--- config.mk ---
export PLATFORM = sky130hd
export DESIGN_NAME = rggen_irq_coalescer
export DESIGN_NICKNAME = d
export VERILOG_FILES = /design/src/rtl/rggen_rtl_pkg.sv /design/src/rtl/rggen_irq_sat_counter.sv /design/src/rtl/rggen_irq_coalescer.sv
export SDC_FILE = /design/constraint.sdc
export NUM_CORES = 1
export LEC_CHECK = 0
export CAP_MARGIN = 25
export CORE_UTILIZATION = 45
export CTS_CLUSTER_DIAMETER = 30
export DETAILED_ROUTE_END_ITERATION = 7
export DONT_BUFFER_PORTS = 1
export MAX_ROUTING_LAYER = met4
export PLACE_DENSITY = 0.69
export SLEW_MARGIN = 40
export SYNTH_ARGS = -nofsm -noshare
export SYNTH_HDL_FRONTEND = slang
export SYNTH_SLANG_ARGS = --single-unit
--- constraint.sdc ---
create_clock -name clk -period 3 [get_ports clk]
set_clock_uncertainty 0.15 [all_clocks]
set_input_delay 0.45 -clock clk [delete_from_list [all_inputs] [get_ports clk]]
set_output_delay 0.45 -clock clk [all_outputs]
set_load 0.03 [all_outputs]
--- src/rtl/rggen_rtl_pkg.sv ---
// Shared types for the rggen RTL library.
// rggen_irq_mode selects how the interrupt coalescer drives its request line.
package rggen_rtl_pkg;

    typedef enum logic {
        RGGEN_IRQ_LEVEL,
        RGGEN_IRQ_PULSE
    } rggen_irq_mode;

    // Width of the pulse-length counter; covers PULSE_CYCLES up to 255.
    localparam int RGGEN_IRQ_PULSE_COUNT_WIDTH = 8;

endpackage

--- src/rtl/rggen_irq_sat_counter.sv ---
// Saturating up-counter with synchronous clear; clear wins over increment.
// Holds at all-ones instead of wrapping.
module rggen_irq_sat_counter #(
    parameter int WIDTH = 8
) (
    input  logic             clk,
    input  logic             rst_n,
    input  logic             clear,
    input  logic             increment,
    output logic [WIDTH-1:0] value
);

    // NOTE: sequential state uses non-blocking assignments so every flop samples pre-edge values.
    always_ff @(posedge clk or negedge rst_n) begin
        if (!rst_n) begin
            value <= '0;
        end else if (clear) begin
            value <= '0;
        end else if (increment && (value != '1)) begin
            value <= value + WIDTH'(1);
        end
    end

endmodule

--- src/rtl/rggen_irq_coalescer.sv ---
// Interrupt coalescer: gathers rising edges of enabled status bits and raises
// o_irq once an event-count threshold or a timeout since the first event is reached.
module rggen_irq_coalescer
    import rggen_rtl_pkg::*;
#(
    parameter rggen_irq_mode MODE         = RGGEN_IRQ_LEVEL,
    parameter int            WIDTH        = 1,
    parameter int            COUNT_WIDTH  = 8,
    parameter int            PULSE_CYCLES = 1
) (
    input  logic                   clk,
    input  logic                   rst_n,
    input  logic [WIDTH-1:0]       i_status,
    input  logic [WIDTH-1:0]       i_enable,
    input  logic [COUNT_WIDTH-1:0] i_threshold,
    input  logic [COUNT_WIDTH-1:0] i_timeout,
    output logic                   o_irq,
    output logic                   o_pending,
    output logic [COUNT_WIDTH-1:0] o_event_count
);

    localparam int PW = RGGEN_IRQ_PULSE_COUNT_WIDTH;

    typedef enum logic [1:0] {
        IDLE,
        COALESCE,
        FIRE,
        HOLD
    } state_e;

    state_e                 state;
    state_e                 next_state;
    logic [WIDTH-1:0]       masked;
    logic [WIDTH-1:0]       masked_q;
    logic                   event_hit;
    logic                   any_masked;
    logic [COUNT_WIDTH-1:0] count;
    logic [COUNT_WIDTH-1:0] count_next;
    logic [COUNT_WIDTH-1:0] timer;
    logic [PW-1:0]          pulse_count;
    logic                   pulse_done;
    logic                   count_clear;
    logic                   count_inc;
    logic                   timer_clear;
    logic                   timer_inc;
    logic                   pulse_clear;
    logic                   pulse_inc;
    logic                   irq_d;

    assign masked     = i_status & i_enable;
    assign event_hit  = |(masked & ~masked_q);
    assign any_masked = |masked;
    // Counter value after this cycle's event, used for the threshold compare.
    assign count_next = (event_hit && (count != '1)) ? count + COUNT_WIDTH'(1) : count;
    assign pulse_done = (pulse_count == PW'(PULSE_CYCLES - 1));

    always_ff @(posedge clk or negedge rst_n) begin
        if (!rst_n) begin
            state <= IDLE;
        end else begin
            state <= next_state;
        end
    end

    // NOTE: every combinational output gets a default first so no latch is inferred.
    always_comb begin
        next_state = state;
        case (state)
            IDLE: begin
                if (event_hit) next_state = COALESCE;
            end
            COALESCE: begin
                // A clear by software beats a fire condition in the same cycle.
                if (!any_masked) begin
                    next_state = IDLE;
                end else if ((count_next >= i_threshold) || (timer == i_timeout)) begin
                    next_state = FIRE;
                end
            end
            FIRE: begin
                if (MODE == RGGEN_IRQ_PULSE) begin
                    if (pulse_done) next_state = HOLD;
                end else if (!any_masked) begin
                    next_state = IDLE;
                end
            end
            HOLD: begin
                if (!any_masked) next_state = IDLE;
            end
            default: next_state = IDLE;
        endcase
    end

    always_comb begin
        count_clear = (next_state == IDLE);
        count_inc   = event_hit && ((state == IDLE) || (state == COALESCE));
        timer_clear = (next_state == IDLE);
        timer_inc   = (state == COALESCE);
        pulse_clear = (state != FIRE);
        pulse_inc   = (state == FIRE);
        irq_d       = (state == FIRE) && ((MODE == RGGEN_IRQ_PULSE) || any_masked);
    end

    always_ff @(posedge clk or negedge rst_n) begin
        if (!rst_n) begin
            masked_q <= '0;
            o_irq    <= 1'b0;
        end else begin
            masked_q <= masked;
            o_irq    <= irq_d;
        end
    end

    assign o_pending     = |masked_q;
    assign o_event_count = count;

    rggen_irq_sat_counter #(
        .WIDTH (COUNT_WIDTH)
    ) u_event_counter (
        .clk       (clk),
        .rst_n     (rst_n),
        .clear     (count_clear),
        .increment (count_inc),
        .value     (count)
    );

    rggen_irq_sat_counter #(
        .WIDTH (COUNT_WIDTH)
    ) u_timer (
        .clk       (clk),
        .rst_n     (rst_n),
        .clear     (timer_clear),
        .increment (timer_inc),
        .value     (timer)
    );

    rggen_irq_sat_counter #(
        .WIDTH (PW)
    ) u_pulse_counter (
        .clk       (clk),
        .rst_n     (rst_n),
        .clear     (pulse_clear),
        .increment (pulse_inc),
        .value     (pulse_count)
    );

endmodule

Yosys cells after proc, flatten, opt, wreduce, memory -nomap -nowiden
Index checks and enable logic that the tools add are counted.
- output and inout bits: 10
- input bits: 20
- word-level logic and storage cells: 39
- register bits: 20
- bitwise gates (word level): 3
- reduce and logical (&&, ||, !) cells: 12
- order comparisons: 1
- add/sub/neg operators: 2
- mux-type cells: 10
- equality and inequality tests: 6
- operators with widths (operator ; number):
    8-bit 2-to-1 mux ; 5
    8-bit by 1-bit adder with 8-bit output (second input constant) ; 2
    8-bit inequality test (second input constant) ; 2
    8-bit == test ; 1
    8-bit >= comparator ; 1
    2-bit 2-to-1 mux ; 4
    2-bit case mux with 3 select lines ; 1
    1-bit logical AND ; 5
    2-bit == test (second input constant) ; 2
    2-bit zero test ; 2
    2-bit nonzero test ; 2
    1-bit bitwise AND ; 2
    2-bit by 1-bit == test with 1-bit output (second input constant) ; 1
    1-bit logical OR ; 2
    2-bit OR reduction ; 1
    1-bit NOT ; 1

Depth between registers and ports, before layout
Gate-level depths: netlist (run 1).
- word-level depth: 11
- gate-level depth with buffers: 12

Cells and area by module
A second synthesis (run 1) with hierarchy kept.
- cell total of the unflattened synthesis: 171
- area, all modules: 1557.7 µm²
- by module, submodules not included (module ; cells an instance ; instances ; area an instance (µm²) ; seq. area each (µm²)):
    rggen_irq_sat_counter ; 49 ; 2 ; 464.2 ; 200.2
    rggen_irq_coalescer ; 73 ; 1 ; 629.4 ; 100.1

Worst setup path before layout (run 1)
No wires, ideal clock.
- kind: register -> register
- from: register u_event_counter.value[0]
- to: register state[1]
- setup slack: 0.005 ns
- arrival time: 2.726 ns
- stages on the path, launching flop included: 12
- buffers on the path: 1
- library setup time: 0.119 ns
- cells stage by stage: dfrtp_1 -> ha_1 -> and3_1 -> buf_6 -> a31oi_2 -> mux2_2 -> ha_1 -> and3_1 -> o21ai_0 -> a31o_2 -> a41oi_1 -> o21a_1
- cells in the longest elaborated chain, start to end: 8
- elaborated cells between the ends (all ways): 9
- RTL lines (element ; line ; text):
    start, declared ; rggen_irq_sat_counter.sv:10 ; output logic [WIDTH-1:0] value
    start signal, assigned ; rggen_irq_sat_counter.sv:20 ; value <= value + WIDTH'(1);
    parallel branches: the longest is 2 deep, another holds 8-bit by 1-bit adder with 8-bit output ; -- ;
    8-bit 2-to-1 mux * ; rggen_irq_coalescer.sv:54 ; assign count_next = (event_hit && (count != '1)) ? count + COUNT_WIDTH'(1) : count;
    8-bit >= comparator * ; rggen_irq_coalescer.sv:76 ; end else if ((count_next >= i_threshold) || (timer == i_timeout)) begin
    1-bit logical OR * ; rggen_irq_coalescer.sv:76 ;
    2-bit 2-to-1 mux * ; rggen_irq_coalescer.sv:76 ;
    2-bit 2-to-1 mux * ; rggen_irq_coalescer.sv:74 ; if (!any_masked) begin
    2-bit case mux with 3 select lines * ; rggen_irq_coalescer.sv:68 ; case (state)
    named net next_state[1] ; rggen_irq_coalescer.sv:32 ; state_e next_state;
    end signal, assigned ; rggen_irq_coalescer.sv:61 ; state <= next_state;
    end, declared ; rggen_irq_coalescer.sv:31 ; state_e state;
Mark *: on every way through the listed nets, which the timed path passes.
A chain may end at the register's enable or synchronous reset.

Worst setup path in the final report (run 1)
Same ends and word-level chain as after synthesis.

==> results of run 1 <==
-- layout by cell type, fill, tap and decap left out, types with 2 or more instances in the layout --
cell	synthesis	final
o21ai_0	2	2
xnor2_1	13	13
nand3b_1	3	3
nor2_1	20	20
ha_1	10	10
a21oi_1	2	2
nor4_1	2	2
nand3_1	6	6
o21a_1	2	2
inv_1	13	13
dfrtp_1	20	20
buf_4	0	12
xor2_1	12	12
mux2_2	2	2
nand4_1	3	3
and3_1	4	4
nor2b_1	2	2
and2_1	2	2
nor3_1	7	7
nand2_1	12	12
mux2i_1	3	3
clkbuf_4	0	3
a41oi_1	2	2
-- layer usage --
metal  vias to the layer above  track usage (%)
met5                         -                -
met4                         0             7.48
met3                         4             2.68
met2                        22             33.7
met1                       521             23.7
li1                        557                -
-- final cells by class --
cell class              instances  area (sq um)  share of cell area [%]
multi-input cells             118           825                    53.1
flip-flops and latches         20           500                    32.2
repair buffers                 14           105                    6.76
clock buffers                   4          36.3                    2.33
inverters                      13          48.8                    3.14
well taps                      31          38.8                    2.50
-- cell usage after synthesis (2+ instances only) --
master	n
nand3_1	6
and2_1	2
nor2b_1	2
nor4_1	2
mux2i_1	3
mux2_2	2
o21ai_0	2
nor3_1	7
nand4_1	3
inv_1	13
clkbuf_1	2
xor2_1	12
xnor2_1	13
nor2_1	20
dfrtp_1	20
ha_1	10
and3_1	4
o21a_1	2
a41oi_1	2
a21oi_1	2
nand3b_1	3
nand2_1	12
-- through the flow --
step / worst slack, ns / instance area, sq um / instances / hold slack, ns
floorplan: 0.00548 / 1400 / 155 / 0.00441
global placement: 0.330 / 1500 / 194 / 0.00493
detailed placement: 0.222 / 1500 / 194 / 0.00494
CTS: 0.202 / 1550 / 199 / 0.159
global route: 0.0285 / 1550 / 200 / 0.169
finish: 0.214 / 1550 / 200 / 0.174
-- state kept, by name (all words and copies together) (netlist names) --
name                   count
u_event_counter.value      8
u_timer.value              8
state                      2
o_irq                      1
o_pending                  1
-- where the power goes --
part           switching (uW)  leakage [uW]  internal, uW
registers                2.86      0.000277           272
logic                    31.2      0.000425          20.4
clock network            76.1     0.0000210          73.8
total                     110      0.000724           366
-- cells by family after synthesis --
family / after synthesis / synth area share (%)
and+or+nand+nor: 63 / 21.6
xor gates and xnor gates: 25 / 15.7
DFF: 20 / 35.8
buffers and inverters: 17 / 5.19
AOI/OAI and AO/OA: 15 / 9.04
adders and majority gates: 10 / 8.95
muxes: 5 / 3.76
-- what timing repair did --
item,CTS,global route
endpoints found under the hold margin,20,20
hold buffers,1,1
buffers inserted,0,0
-- worst max-delay path: cells and delay by family, from the launching register on --
family	cells	cell delay (ns)
compound gates	5	0.87
fa+ha+maj	2	0.51
flops	1	0.40
mux	1	0.38
simple gates	2	0.37
-- path summary, 6_finish.rpt --
kind,to,depth (start not counted)
min,o_pending,2
max in group asynchronous,u_event_counter.value[1],2
min reg2reg,state[0],1
max reg2reg,state[1],10
min in group asynchronous,u_timer.value[7],2
max,state[1],10
==> flow_summary_export.csv, run 1 <==
group,metric,value,unit
min_path,min_from,"i_enable",
finish,synthToLayoutAreaGrowth,11.2,%
critical_path,path_max_fanout,4,
cts,clock_latency,0.29,ns
floorplan,core-area,0.00285,sq mm
critical_path,critPathRequiredTime,3.04,ns
floorplan,die_area,0.00333,sq mm
logic_synthesis,synth_top_area_share,35.8,%
critical_path,r2r_start,"u_event_counter.value[0]",
logic_synthesis,synth.area.top_cells,"dfrtp_1 36%, ha_1 9.0%, xnor2_1 8.1%",
cts,cts_tree,"yes",
cts,clock-sinks,20,
drt,ant_nets,0,
finish,n_antenna_cell,0,
floorplan,die_x,57.7,microns
timing,min_period,2.79,ns
power_and_ir_drop,ir_worst_vdd,0.172,mV
critical_path,end_kind,"register",
global_route,track_usage,19.7,%
global_route,gr-total-overflow,0,
drt,wl_per_cell,14.2,microns
finish,fin_util,54.5,%
critical_path,cpMaxStageDelayCell,"dfrtp_1",
placement,globalplace.congestion,0.779,
critical_path,critPathLaunchType,"register",
drt,routedLengthMet1,1.28,mm
drt,highest_layer,"met4",
power_and_ir_drop,p_per_area,307,mW/mm^2
drt,vias_per_cell,5.52,
finish,nFillCells,270,
cts,clk_path_buf_depth,2,
cts,htreeDepth,1,
logic_synthesis,synth_nets,185,
floorplan,rows,19,
global_route,grt_pass1_wl,4.88,mm
logic_synthesis,synth_top_cell_by_area,"dfrtp_1",
logic_synthesis,async_flop_share,100,%
timing,worstMarginPinSlew,0.495,ns
power_and_ir_drop,total_power,476,uW
floorplan,pin_count,30,
logic_synthesis,synth_edf_count,0,
logic_synthesis,synth_cell_types,33,
drt,drc,3,
critical_path,path_cells,"ha_1 -> and3_1 -> a31oi_2 -> mux2_2 -> ha_1 -> and3_1 -> o21ai_0 -> a31o_2 -> a41oi_1 -> o21a_1",
timing,tns,0,ns
critical_path,crit_type,"reg -> reg",
drt,drt-total-wl,2.85,mm
drt,wl_met3,88,microns
global_route,grt_max_degree,21,
drt,wl_met2,1.44,mm
logic_synthesis,synth.avg_cell_area,9.02,sq um
placement,place.port_buffers,0,
global_route,grt_pass1_vias,1133,
drt,via_count,1104,
timing,hold_violations,0,
logic_synthesis,ys_seq_area_share,35.8,%
drt,drt_iter0_markers,30,
logic_synthesis,ys_warn_count,0,
power_and_ir_drop,cellLeakagePower,0.000724,uW
critical_path,startpoint,"u_event_counter.value[0]",
timing,relSlewSlack,67.0,%
floorplan,start_util,49.0,%
timing,slew_violations,0,
finish,drive_above_1_share,13.6,%
cts,clkSlewWorstSetupHoldPaths,0.11,ns
placement,place_hpwl,2.23,mm
floorplan,die-height,57.7,microns
timing,fin_crit_sh,92.9,%
finish,nets,200,
global_route,antenna_found_initial,0,
flow_run,cap_violations,0,
cts,numCtsBuffers,3,
run_status,violations,"DRC",
logic_synthesis,synth_area,0.00140,sq mm
timing,rsz0062_at_grt,"false",
critical_path,max_stage_delay,0.40,ns
cts,cts-root-buf,"clkbuf_4",
min_path,hold_class,"in -> reg",
logic_synthesis,netlist_instances,155,
cts,post_cts_resized,0,
logic_synthesis,ys_ff_latch,20,
critical_path,r2r_setup_slack,0.21,ns
timing,setup_viol,0,
run_status,status,"finished with violations",
critical_path,cp.arrival,2.82,ns
drt,drt_pass1_iterations,6,
logic_synthesis,ys.flop_type,"dfrtp_1",
timing,fmax,359,MHz
Note: power is estimated with default switching activity, not from simulation.
==> run 2, diff against run 1 <==
--- a/config.mk
+++ b/config.mk
@@ -6,12 +6,12 @@
 export NUM_CORES = 1
 export LEC_CHECK = 0
 export CAP_MARGIN = 25
-export CORE_UTILIZATION = 45
+export CORE_UTILIZATION = 35
 export CTS_CLUSTER_DIAMETER = 30
 export DETAILED_ROUTE_END_ITERATION = 7
 export DONT_BUFFER_PORTS = 1
 export MAX_ROUTING_LAYER = met4
-export PLACE_DENSITY = 0.69
+export PLACE_DENSITY = 0.58
 export SLEW_MARGIN = 40
 export SYNTH_ARGS = -nofsm -noshare
 export SYNTH_HDL_FRONTEND = slang
==> run 2 against run 1 <==
Against the previous run: the flow finishes with violations (hold timing); worst hold slack worse by 0.20 ns; global-route usage is 3.6 points lower; largest power group unchanged; total power is 12% higher; clock power is 40% higher; cell count is 8.0% higher; maximum frequency up 1.1%.
==> flow_summary_export.csv, run 2 (synthesized netlist as in run 1, its figures left out) <==
group,metric,value,unit
critical_path,critPathBufInv,0,
drt,via_count,1109,
global_route,grt_pass1_vias,1181,
placement,dpl_cell_area,0.00152,sq mm
cts,clock-sinks,20,
cts,clock_latency,0.26,ns
critical_path,cpMaxStageDelayCell,"dfrtp_1",
timing,setup_viol,0,
drt,wl_met2,1.41,mm
global_route,track_usage,16.1,%
global_route,grt_max_degree,21,
drt,wl_met3,151,microns
finish,synthToLayoutAreaGrowth,13.3,%
global_route,gr-total-overflow,0,
drt,vias_per_cell,5.13,
drt,drt-total-wl,2.93,mm
timing,min_period,2.75,ns
cts,clk_path_buf_depth,2,
timing,hold_violations,20,
timing,tns,0,ns
critical_path,path_max_fanout,4,
critical_path,critPathLaunchType,"register",
timing,rsz0062_at_grt,"false",
finish,nets,199,
power_and_ir_drop,ir_worst_vdd,0.248,mV
timing,fmax,363,MHz
floorplan,pin_count,30,
floorplan,start_util,37.3,%
cts,cts_tree,"yes",
finish,final_cell_mix,"20 x nor2_1, 20 x dfrtp_1, 13 x xnor2_1, 13 x inv_1",
cts,clkSlewWorstSetupHoldPaths,0.08,ns
drt,wl_per_cell,13.5,microns
drt,drc,0,
drt,routedLengthMet1,1.34,mm
placement,placed_cells,211,
power_and_ir_drop,p_per_area,338,mW/mm^2
power_and_ir_drop,cellLeakagePower,0.000727,uW
drt,drt_pass1_iterations,4,
timing,holdWs,-0.0228,ns
floorplan,die-height,65.2,microns
min_path,hold_class,"in -> async",
finish,stdcell_count,216,
floorplan,die_area,0.00425,sq mm
global_route,antenna_found_initial,0,
timing,slew_violations,0,
timing,fin_crit_sh,91.8,%
finish,reg_top3,"u_event_counter.value x8, u_timer.value x8, state x2",
drt,drt_iter0_markers,21,
global_route,grt_pass1_wl,5.14,mm
cts,numCtsBuffers,3,
cts,cts-root-buf,"clkbuf_8",
floorplan,core-area,0.00374,sq mm
timing,relSlewSlack,63.6,%
placement,globalplace.congestion,0.782,
finish,design_area,0.00158,sq mm
cts,post_cts_resized,0,
placement,place_hpwl,2.25,mm
drt,ant_nets,0,
power_and_ir_drop,total_power,535,uW
run_status,status,"finished with violations",
finish,drive_above_1_share,13.7,%
drt,highest_layer,"met4",
timing,worstMarginPinSlew,0.544,ns
critical_path,crit_type,"reg -> reg",
placement,place.port_buffers,0,
flow_run,cap_violations,0,
critical_path,max_stage_delay,0.38,ns
finish,nFillCells,376,
finish,n_antenna_cell,0,
run_status,violations,"hold timing",
finish,fin_util,42.3,%
floorplan,die_x,65.2,microns
critical_path,cp_top_family,"compound AO/OA/AOI/OAI gates",
floorplan,rows,22,
critical_path,critPathRequiredTime,2.99,ns
critical_path,path_cells,"ha_1 -> and3_1 -> a31oi_2 -> mux2_2 -> ha_1 -> and3_1 -> o21ai_0 -> a31o_2 -> a41oi_1 -> o32ai_1",
critical_path,cp.arrival,2.74,ns
critical_path,end_kind,"register",
cts,htreeDepth,1,
[run 2: report_power, final]
group,switching (uW),total (uW),internal (uW)
clock network,92.7,210,117
logic,31.6,50.9,19.2
registers,2.55,275,272
total,127,535,408
[run 2: layout make-up]
type	count	area, sq um	share of cell area, %
clock buffers	4	55.1	3.48
repair buffers	13	95.1	6.00
multi-input cells	118	825	52.1
inverters	13	48.8	3.08
flip-flops and latches	20	500	31.6
well taps	48	60.1	3.79
[run 2: timing repair]
| action | 4_1_cts | 5_1_grt |
|---|---|---|
| buffers inserted | 0 | 0 |
| hold endpoints to repair | 20 | 0 |
| hold buffers | 1 | 0 |
[run 2: path summary, 6_finish.rpt]
kind                                           from                  endpoint  slack [ns]  depth (start not counted)
hold reg to reg                            state[0]                  state[0]        0.40                          1
hold / removal                                rst_n          u_timer.value[2]       -0.02                          1
max in group asynchronous                     rst_n  u_event_counter.value[2]        2.40                          1
setup / recovery           u_event_counter.value[0]                  state[0]        0.25                         10
setup reg to reg           u_event_counter.value[0]                  state[0]        0.25                         10
min in group clk                           i_enable                 o_pending        0.19                          2
[run 2: per-stage QoR]
step	hold WS (ns)	setup slack [ns]
floorplan	0.00441	0.00548
global placement	0.00503	0.325
detailed placement	0.00488	0.230
CTS	0.194	0.241
global route	0.00474	0.0766
finish	-0.0228	0.245
[run 2: per-layer routing]
metal | global-route usage [%] | vias up
met4 | 3.53 | 0
li1 | - | 552
met1 | 19.4 | 524
met3 | 4.17 | 2
met2 | 26.9 | 31
met5 | - | -
